**src/rtl/regfile_arbiter.sv**
```systemverilog
// regfile_arbiter
//   Shares the single port of a 16x4 register file between two requesters.
//   Round-robin grant, one command in flight. A command is either a write
//   of one register or a read of two registers. All regfile controls are
//   driven from flops; read data is returned to the requester that issued it.
//
// Ports
//   clk, reset              clock (rising edge), asynchronous active-high reset
//   reqN_valid/we/addr1/addr2/wdata   request from requester N (held until ready)
//   reqN_ready              combinational accept strobe (IDLE only, winner only)
//   reqN_rvalid             one-cycle read-data strobe
//   reqN_rdata1/rdata2      read data, held until that requester's next read
//   rf_rr1/rf_rr2/rf_wr/rf_wdata/rf_wenable   regfile controls
//   rf_out1/rf_out2         regfile read outputs (high-Z during write cycles)
module regfile_arbiter #(
  parameter int DW = 4,
  parameter int AW = 4
) (
  input  logic          clk,
  input  logic          reset,
  input  logic          req0_valid,
  input  logic          req0_we,
  input  logic [AW-1:0] req0_addr1,
  input  logic [AW-1:0] req0_addr2,
  input  logic [DW-1:0] req0_wdata,
  output logic          req0_ready,
  output logic          req0_rvalid,
  output logic [DW-1:0] req0_rdata1,
  output logic [DW-1:0] req0_rdata2,
  input  logic          req1_valid,
  input  logic          req1_we,
  input  logic [AW-1:0] req1_addr1,
  input  logic [AW-1:0] req1_addr2,
  input  logic [DW-1:0] req1_wdata,
  output logic          req1_ready,
  output logic          req1_rvalid,
  output logic [DW-1:0] req1_rdata1,
  output logic [DW-1:0] req1_rdata2,
  output logic [AW-1:0] rf_rr1,
  output logic [AW-1:0] rf_rr2,
  output logic [AW-1:0] rf_wr,
  output logic [DW-1:0] rf_wdata,
  output logic          rf_wenable,
  input  logic [DW-1:0] rf_out1,
  input  logic [DW-1:0] rf_out2
);

  typedef enum logic [1:0] {IDLE, ISSUE, CAPTURE} state_t;

  state_t        state_q, state_d;
  logic          ptr_q, ptr_d;         // 0: req0 has priority
  logic          owner_q, owner_d;     // requester of the command in flight
  logic          cmd_we_q, cmd_we_d;
  logic [AW-1:0] rf_rr1_q, rf_rr1_d;
  logic [AW-1:0] rf_rr2_q, rf_rr2_d;
  logic [AW-1:0] rf_wr_q, rf_wr_d;
  logic [DW-1:0] rf_wdata_q, rf_wdata_d;
  logic          rf_wenable_q, rf_wenable_d;
  logic          rvalid0_q, rvalid0_d;
  logic          rvalid1_q, rvalid1_d;
  logic [DW-1:0] rdata0_1_q, rdata0_1_d;
  logic [DW-1:0] rdata0_2_q, rdata0_2_d;
  logic [DW-1:0] rdata1_1_q, rdata1_1_d;
  logic [DW-1:0] rdata1_2_q, rdata1_2_d;

  logic          grant0, grant1;
  logic          sel_we;
  logic [AW-1:0] sel_addr1, sel_addr2;
  logic [DW-1:0] sel_wdata;

  always_comb begin
    state_d      = state_q;
    ptr_d        = ptr_q;
    owner_d      = owner_q;
    cmd_we_d     = cmd_we_q;
    rf_rr1_d     = rf_rr1_q;
    rf_rr2_d     = rf_rr2_q;
    rf_wr_d      = rf_wr_q;
    rf_wdata_d   = rf_wdata_q;
    rf_wenable_d = 1'b0;               // write enable is a single-cycle pulse
    rvalid0_d    = 1'b0;
    rvalid1_d    = 1'b0;
    rdata0_1_d   = rdata0_1_q;
    rdata0_2_d   = rdata0_2_q;
    rdata1_1_d   = rdata1_1_q;
    rdata1_2_d   = rdata1_2_q;
    grant0       = 1'b0;
    grant1       = 1'b0;

    // Priority side wins on a tie; a lone requester wins regardless of ptr.
    if (state_q == IDLE) begin
      if (ptr_q == 1'b0) begin
        grant0 = req0_valid;
        grant1 = !req0_valid && req1_valid;
      end else begin
        grant1 = req1_valid;
        grant0 = !req1_valid && req0_valid;
      end
    end

    sel_we    = grant1 ? req1_we    : req0_we;
    sel_addr1 = grant1 ? req1_addr1 : req0_addr1;
    sel_addr2 = grant1 ? req1_addr2 : req0_addr2;
    sel_wdata = grant1 ? req1_wdata : req0_wdata;

    case (state_q)
      IDLE: begin
        if (grant0 || grant1) begin
          owner_d  = grant1;
          ptr_d    = grant0;           // priority passes to the loser
          cmd_we_d = sel_we;
          if (sel_we) begin
            rf_wr_d      = sel_addr1;
            rf_wdata_d   = sel_wdata;
            rf_wenable_d = 1'b1;
          end else begin
            rf_rr1_d = sel_addr1;
            rf_rr2_d = sel_addr2;
          end
          state_d = ISSUE;
        end
      end
      ISSUE: begin
        state_d = cmd_we_q ? IDLE : CAPTURE;
      end
      CAPTURE: begin
        // Only reached for reads, so rf_wenable is low and rf_out is driven.
        if (owner_q) begin
          rdata1_1_d = rf_out1;
          rdata1_2_d = rf_out2;
          rvalid1_d  = 1'b1;
        end else begin
          rdata0_1_d = rf_out1;
          rdata0_2_d = rf_out2;
          rvalid0_d  = 1'b1;
        end
        state_d = IDLE;
      end
      default: state_d = IDLE;
    endcase
  end

  always_ff @(posedge clk or posedge reset) begin
    if (reset) begin
      state_q      <= IDLE;
      ptr_q        <= 1'b0;
      owner_q      <= 1'b0;
      cmd_we_q     <= 1'b0;
      rf_rr1_q     <= '0;
      rf_rr2_q     <= '0;
      rf_wr_q      <= '0;
      rf_wdata_q   <= '0;
      rf_wenable_q <= 1'b0;
      rvalid0_q    <= 1'b0;
      rvalid1_q    <= 1'b0;
      rdata0_1_q   <= '0;
      rdata0_2_q   <= '0;
      rdata1_1_q   <= '0;
      rdata1_2_q   <= '0;
    end else begin
      state_q      <= state_d;
      ptr_q        <= ptr_d;
      owner_q      <= owner_d;
      cmd_we_q     <= cmd_we_d;
      rf_rr1_q     <= rf_rr1_d;
      rf_rr2_q     <= rf_rr2_d;
      rf_wr_q      <= rf_wr_d;
      rf_wdata_q   <= rf_wdata_d;
      rf_wenable_q <= rf_wenable_d;
      rvalid0_q    <= rvalid0_d;
      rvalid1_q    <= rvalid1_d;
      rdata0_1_q   <= rdata0_1_d;
      rdata0_2_q   <= rdata0_2_d;
      rdata1_1_q   <= rdata1_1_d;
      rdata1_2_q   <= rdata1_2_d;
    end
  end

  assign req0_ready  = grant0;
  assign req1_ready  = grant1;
  assign req0_rvalid = rvalid0_q;
  assign req1_rvalid = rvalid1_q;
  assign req0_rdata1 = rdata0_1_q;
  assign req0_rdata2 = rdata0_2_q;
  assign req1_rdata1 = rdata1_1_q;
  assign req1_rdata2 = rdata1_2_q;
  assign rf_rr1      = rf_rr1_q;
  assign rf_rr2      = rf_rr2_q;
  assign rf_wr       = rf_wr_q;
  assign rf_wdata    = rf_wdata_q;
  assign rf_wenable  = rf_wenable_q;

endmodule
```
**config.mk**
```make
export PLATFORM = sky130hd
export DESIGN_NAME = regfile_arbiter
export DESIGN_NICKNAME = d
export VERILOG_FILES = /design/src/rtl/regfile_arbiter.sv
export SDC_FILE = /design/constraint.sdc
export NUM_CORES = 1
export LEC_CHECK = 0
export CORE_MARGIN = 1
export CORE_UTILIZATION = 25
export DETAILED_ROUTE_END_ITERATION = 6
export GPL_ROUTABILITY_DRIVEN = 0
export PLACE_DENSITY_LB_ADDON = 0.2
export SLEW_MARGIN = 10
export SYNTH_ARGS = -nofsm -noshare
export SYNTH_HDL_FRONTEND = slang
export SYNTH_SLANG_ARGS = --single-unit
```
**constraint.sdc**
```tcl
create_clock -name clk -period 1.8 [get_ports clk]
set_input_delay 0.18 -clock clk [delete_from_list [all_inputs] [get_ports clk]]
set_output_delay 0.18 -clock clk [all_outputs]
set_load 0.02 [all_outputs]
```
# == Word-level counts from Yosys, hierarchy flattened ==
# Cells that the tools add are included.
# W data, S select, Z words.
# word_totals
register_bits,40
output_inout_bits,37
elab_cells,49
# op_classes
n_eq_ne,3
muxes,18
bitwise_logic,2
reduce_logical,11
# ops
op,count
$mux W1,12
$mux W4,3
$reduce_and A2 Y1,3
$reduce_and A3 Y1,2
$mux W2,2
$pmux W2 S2,1
$eq A2 B1 Y1 const B,1
$eq A2 B2 Y1 const B,1
$logic_and A1 B1 Y1,2
$logic_not A1 Y1,2
$logic_not A2 Y1,1
$ne A2 B1 Y1 const B,1
$not A1 Y1,2
$logic_or A1 B1 Y1,1

# == Longest topological paths before layout ==
# Gate-level depths: netlist (run 1).
# depth
word_depth,8
mapped_depth,5
depth_no_buf,3

# == Worst setup path after synthesis (run 1) ==
# No wires, ideal clock.
# synth_timing
path_type,register -> register
startpoint,register state_q[1]
endpoint,register owner_q
setup_time_ns,0.148
arrival_time_ns,1.588
t_required_ns,1.652
setup_slack_ns,0.064
stages_incl_launch_ff,6
n_path_buf,2
period_less_slack_ns,1.736
cell_sequence,dfrtp_1 or3b_1 buf_2 clkbuf_1 a21oi_1 a21oi_1
# synth_between
elab_chain_len,4
# synth_rtl
item,line_no,rtl
"start, declared",50,"state_t state_q, state_d;"
"start signal, assigned",161,state_q <= state_d;
$logic_not A2 Y1,91,if (state_q == IDLE) begin
$mux W1,91,
via req0_ready,26,"output logic req0_ready,"
$logic_or A1 B1 Y1,108,if (grant0 || grant1) begin
$reduce_and A2 Y1 (no source line),--,
"end signal, assigned",163,owner_q <= owner_d;
"end, declared",52,"logic owner_q, owner_d;"
# The timed path passes the listed nets, and every way through them passes these cells.
# A chain may end at the register's enable or synchronous reset.

# == Worst setup path after layout (run 1) ==
# layout_timing
startpoint,register state_q[1]
endpoint,"register rf_rr2_q[1], in the netlist rf_rr2[1]"
# layout_between
elab_chain_len,5
# layout_rtl
item,line_no,rtl
$logic_not A2 Y1 (*),"91, 106",
$mux W1,91,
$mux W1,101,sel_we = grant1 ? req1_we : req0_we;
$not A1 Y1 (no source line),--,
$reduce_and A3 Y1 (no source line),--,
"end signal, assigned",166,rf_rr2_q <= rf_rr2_d;
"end, declared",55,"logic [AW-1:0] rf_rr2_q, rf_rr2_d;"
# Every way passes the cells marked *; elsewhere a longest branch is shown, timed or not.

==> results.sh, run 1 <==
export IMPL_register_area_sq_um=1000
export IMPL_syn_area_sq_um=1770
export IMPL_routed_via_count=1563
export IMPL_die_w_um=86.1
export IMPL_period_minus_slack_ns=1.69
export IMPL_finalMaxSlewViolations=0
export IMPL_dpl_instance_area_sq_um=2740
export IMPL_yosys_area_share_adder_pct=0
export IMPL_setup_worst_path_start_class="register"
export IMPL_numPortBuffers=74
export IMPL_synth_seq_cells=40
export IMPL_fp_dieH_um=86.1
export IMPL_synth_xor_area_share_pct=0
export IMPL_hold_viol=0
export IMPL_synth_top_family_by_area="simple AND/OR/NAND/NOR gates"
export IMPL_pre_cts_slack_ns=-0.310
export IMPL_hold_path_class="in2async"
export IMPL_outcome="finished, final reports clean"
export IMPL_end_kind="register"
export IMPL_initial_core_util_pct=25.9
export IMPL_rsz0062_at_grt="no"
export IMPL_final_cell_mix="clkdlybuf4s50_1, dfrtp_1, buf_4"
export IMPL_n_fill_cell=690
export IMPL_yosysTopAreaCellShare_pct=56.6
export IMPL_synth_top_area_cell="dfrtp_1"
export IMPL_final_common_cell="clkdlybuf4s50_1"
export IMPL_antenna_found_initial=0
export IMPL_setup_tns_ns=0
export IMPL_cap_violations=0
export IMPL_power_density_nw_per_um2=1600
export IMPL_rrSetupSlack_ns=0.11
export IMPL_drtPass1Iterations=5
export IMPL_ys_warn_count=0
export IMPL_fin_nets=289
export IMPL_synth_cells=159
export IMPL_final_cell_count_no_fill=347
export IMPL_yosys_top_cells_area="dfrtp_1, mux2_2, a311oi_1"
export IMPL_irDropWorstVdd_v=0.000513
export IMPL_clkTransAtPathRegs_ns=0.08
export IMPL_cts_tree="yes"
export IMPL_grt_pass1_wl_um=8090
export IMPL_drt_iter0_markers=50
export IMPL_cts_root_buf="clkbuf_8"
export IMPL_grt_pass1_vias=1616
export IMPL_clk_path_buf_depth=2
export IMPL_placed_cells=338
export IMPL_grt_ovfl_total=0
export IMPL_final_cell_area_sq_um=2890
export IMPL_utilization_pct=42.3
export IMPL_cts_buffers=5
export IMPL_yosys_area_share_simple_pct=15.3
export IMPL_multi_input_area_sq_um=679
export IMPL_crit_required_ns=1.99
export IMPL_syn2layout_area_growth_pct=63.4
export IMPL_routed_wl_um=4950
export IMPL_antenna_left=0
export IMPL_tightest_slew_ns=0.518
export IMPL_seq_area_frac_synth_pct=56.6
export IMPL_worst_slack_ns=0.109
export IMPL_viasPerCell=4.50
export IMPL_p_leak_nw=1.23
export IMPL_power_mw=4.64
export IMPL_worstSkewPairLatency_ns=0.29
export IMPL_reg2reg_from="state_q[1]"
export IMPL_rr_endpoint="rf_rr2[1]"
export IMPL_fin_skew_ns=0.00609
export IMPL_drc=0
export IMPL_grt_usage_pct=14.1
export IMPL_yosysUniqueCellTypes=24
export IMPL_cp_arrival_ns=1.88
export IMPL_die_area_sq_um=7420
export IMPL_post_dp_hpwl_um=3580
export IMPL_synth_compound_area_share_pct=10.3
export IMPL_muxShareOfSynthArea_pct=10.2
export IMPL_numClockSinks=40
export IMPL_syn_area_per_cell_sq_um=11.1
export IMPL_critPathMaxFanout=9
export IMPL_wl_per_cell_um=14.3
export IMPL_fmax_mhz=591
export IMPL_timing_reg2reg_worst_path_depth=3
export IMPL_core_area_sq_um=6830
export IMPL_cts_htree_levels=2
export IMPL_crit_type="reg2reg"
export IMPL_num_antenna_cells=0
export IMPL_drive_gt1_share_pct=24.3
export IMPL_synthesis_nets=197
export IMPL_holdWs_ns=0.330
export IMPL_grt_max_degree=41
export IMPL_maxSlewHeadroom_pct=65.5
export IMPL_pin_count=75
export IMPL_final_period_utilization_pct=93.9
export IMPL_setup_viol_count_final=0
export IMPL_rows=30
==> worst max-delay path by stage <==
stage	from	to	slack (ns)	depth (start not counted)
floorplan	state_q[1]	owner_q	0.06	5
global placement	req1_valid	req1_ready	-0.28	4
detailed placement	req1_valid	rf_rr2[0]	-0.31	4
CTS	state_q[0]	rf_wr[2]	-0.01	3
global route	state_q[1]	rf_wr[3]	0.03	3
finish	state_q[1]	rf_rr2[1]	0.11	3
==> synthesized netlist by cell type (all sizes together) <==
| cell type | count |
|---|---|
| or2 | 2 |
| o211a | 1 |
| a21bo | 1 |
| nand2 | 2 |
| mux2 | 16 |
| o21ai | 1 |
| nor2b | 1 |
| or3 | 2 |
| dfrtp | 40 |
| a21o | 1 |
| or3b | 2 |
| nor3b | 2 |
| buf | 4 |
| nor3 | 17 |
| a311oi | 16 |
| nor4 | 16 |
| clkbuf | 10 |
| a21oi | 2 |
| clkinv | 1 |
| nor2 | 2 |
| nand3b | 1 |
| inv | 19 |
==> where the power goes <==
part,switching (mW),leakage [nW],internal (mW)
logic,1.16,0.716,1.28
clock network,0.300,0.0503,0.342
registers,0.230,0.466,1.32
==> state kept, by name, indices dropped and copies added, names as in the netlist <==
name	count
owner_q	1
state_q	2
req1_rdata1	4
rf_wenable	1
req0_rvalid	1
rf_wdata	4
rf_wr	4
req1_rvalid	1
rf_rr2	4
ptr_q	1
req0_rdata2	4
cmd_we_q	1
rf_rr1	4
req0_rdata1	4
req1_rdata2	4
==> critical path: stages (launching register included) <==
cell,delay [ns]
dfrtp_1,0.41
or3b_4,0.45
or3_4,0.45
a311oi_1,0.29
==> what timing repair did <==
action	CTS	global route
setup endpoints to repair	18	18
buffers inserted	0	2
hold buffers	0	0
gates resized for setup	8	11
cloned	0	0
==> per-layer routing <==
metal	track usage (%)	share of wire, %	vias up
met5	0	0	-
met4	4.09	1.0	0
met3	2.98	3.6	4
met2	23.0	50	34
met1	18.8	45	766
li1	-	-	759
==> layout make-up <==
type                       instances  area share, %
sequential                        40           34.6
timing repair buffer              99           31.8
multi-input combinational         85           23.5
tap                               96           4.16
clock buffer                       7           3.33
inverter                          20           2.60
==> kinds of logic (layout without fill, tap and decap cells) <==
family                 after synthesis  in the layout
muxes                               16             16
and+or+nand+nor                     47             47
AOI/OAI and AO/OA                   22             22
DFF                                 40             40
buffers and inverters               34            126
(Power assumes the default switching activity.)
==> run 2, diff against run 1 <==
--- a/config.mk
+++ b/config.mk
@@ -5,6 +5,7 @@
 export SDC_FILE = /design/constraint.sdc
 export NUM_CORES = 1
 export LEC_CHECK = 0
+export ABC_CLOCK_PERIOD_IN_PS = 2150
 export CORE_MARGIN = 1
 export CORE_UTILIZATION = 25
 export DETAILED_ROUTE_END_ITERATION = 6
==> constraint.sdc (replaced) <==
create_clock -name clk -period 2.15 [get_ports clk]
set_input_delay 0.215 -clock clk [delete_from_list [all_inputs] [get_ports clk]]
set_output_delay 0.215 -clock clk [all_outputs]
set_load 0.02 [all_outputs]
==> results.sh, run 2 (synthesis gave the netlist of run 1 again) <==
export IMPL_reg2reg_from="state_q[1]"
export IMPL_met1_usage_pct=18.6
export IMPL_cts_htree_levels=2
export IMPL_cts_buffers=5
export IMPL_fp_dieH_um=86.1
export IMPL_final_common_cell="clkdlybuf4s50_1"
export IMPL_top_usage_layer="met2"
export IMPL_die_w_um=86.1
export IMPL_crit_type="reg2out"
export IMPL_fmax_mhz=522
export IMPL_drtPass1Iterations=4
export IMPL_p_leak_nw=1.18
export IMPL_register_area_sq_um=1000
export IMPL_antenna_found_initial=0
export IMPL_met3_usage_pct=3.08
export IMPL_outcome="finished, final reports clean"
export IMPL_fin_skew_ns=0.00820
export IMPL_wl_per_cell_um=14.3
export IMPL_critPathSlowestCell="or3b_1"
export IMPL_final_cell_area_sq_um=2780
export IMPL_rsz0062_at_grt="no"
export IMPL_post_cts_setup_buffers=0
export IMPL_final_cell_mix="clkdlybuf4s50_1, dfrtp_1, inv_1"
export IMPL_syn2layout_area_growth_pct=57.0
export IMPL_period_minus_slack_ns=1.92
export IMPL_crit_start="state_q[1]"
export IMPL_finalMaxSlewViolations=0
export IMPL_setup_worst_path_start_class="register"
export IMPL_tightest_slew_ns=0.544
export IMPL_post_dp_hpwl_um=3610
export IMPL_drive_gt1_share_pct=16.6
export IMPL_clk_path_buf_depth=2
export IMPL_irDropWorstVdd_v=0.000306
export IMPL_drt_iter0_markers=101
export IMPL_globalRouteMet2Util_pct=22.2
export IMPL_worstSkewPairLatency_ns=0.29
export IMPL_hold_path_class="in2async"
export IMPL_die_area_sq_um=7420
export IMPL_power_mw=3.73
export IMPL_numClockSinks=40
export IMPL_crit_required_ns=1.93
export IMPL_maxSlewHeadroom_pct=63.8
export IMPL_setup_viol_count_final=0
export IMPL_core_area_sq_um=6830
export IMPL_fin_nets=279
export IMPL_rows=30
export IMPL_max_stage_delay_ns=0.48
export IMPL_multi_input_area_sq_um=634
export IMPL_grt_usage_pct=13.9
export IMPL_grt_max_degree=23
export IMPL_hold_viol=0
export IMPL_cap_violations=0
export IMPL_cts_tree="yes"
export IMPL_power_density_nw_per_um2=1340
export IMPL_viasPerCell=4.65
export IMPL_crit_buf_inv=1
export IMPL_n_fill_cell=705
export IMPL_critPathMaxFanout=6
export IMPL_grt_pass1_vias=1586
export IMPL_dpl_instance_area_sq_um=2680
export IMPL_end_kind="primary output"
export IMPL_path_cells="or3b_1 > nor2_1 > dlygate4sd2_1"
export IMPL_routed_via_count=1567
export IMPL_path_delay_family="simple AND/OR/NAND/NOR gates"
export IMPL_cp_arrival_ns=1.70
export IMPL_cts_root_buf="clkbuf_8"
export IMPL_drc=0
export IMPL_grt_ovfl_total=0
export IMPL_final_period_utilization_pct=89.1
export IMPL_cts_hold_buf=0
export IMPL_antenna_left=0
export IMPL_initial_core_util_pct=25.9
export IMPL_setup_tns_ns=0
export IMPL_clkTransAtPathRegs_ns=0.07
export IMPL_pin_count=75
export IMPL_num_antenna_cells=0
export IMPL_numPortBuffers=74
export IMPL_grt_pass1_wl_um=7980
export IMPL_routed_wl_um=4830
==> run 2: cell count changes in the layout (fill, tap and decap cells not counted), moves of 2 or more <==
cell	delta
buf_4	-10
or2_4	-2
a311oi_2	-4
or3_1	+2
buf_2	-2
a311oi_1	+4
dlygate4sd2_1	+2
or3_4	-2
==> run 2: final timing paths <==
| kind | end | slack, ns | depth (start not counted) |
|---|---|---|---|
| worst max register to register | rf_wdata[2] | 0.27 | 3 |
| worst max-delay path | req1_ready | 0.23 | 3 |
| max in group asynchronous | rf_rr1[1] | 1.34 | 4 |
| worst min-delay path | req0_rdata1[0] | 0.26 | 3 |
| worst min register to register | state_q[1] | 0.45 | 1 |
| min in group clk | state_q[1] | 0.45 | 1 |
==> run 2: per-layer routing <==
| metal | up-vias | routed length (um) |
|---|---|---|
| met5 | - | 0 |
| met4 | 0 | 63 |
| met3 | 5 | 257 |
| met2 | 57 | 2360 |
| met1 | 770 | 2140 |
| li1 | 735 | - |
==> run 2: stage by stage <==
stage	instances	setup slack, ns	hold slack (ns)	util (%)
floorplan	159	0.412	0.366	-
global placement	330	0.00712	0.441	39.3
detailed placement	330	0.00124	0.436	39.3
CTS	337	0.202	0.263	40.7
global route	337	0.125	0.308	40.7
finish	337	0.235	0.256	40.7
==> run 2: worst register-to-register path, stage by stage, from the launching register on <==
cell and delay [ns]:
dfrtp_1 0.43, or3b_1 0.48, or3_1 0.53, a311oi_1 0.34
==> run 2: layout make-up <==
type / instances / area share (%)
Timing Repair Buffer: 89 / 30.6
Clock buffer: 7 / 3.47
Inverter: 20 / 2.70
Multi-Input combinational cell: 85 / 22.8
Sequential cell: 40 / 36.0
Tap cell: 96 / 4.32
==> run 2: power by group <==
group | switching (mW) | total [mW] | internal, mW
clock | 0.254 | 0.540 | 0.286
sequential | 0.196 | 1.30 | 1.11
combinational | 0.931 | 1.89 | 0.957
==> run 2: timing repair <==
item,4_1_cts,5_1_grt
endpoints found under the hold margin,0,0
gates resized for setup,2,0
setup endpoints to repair,2,0
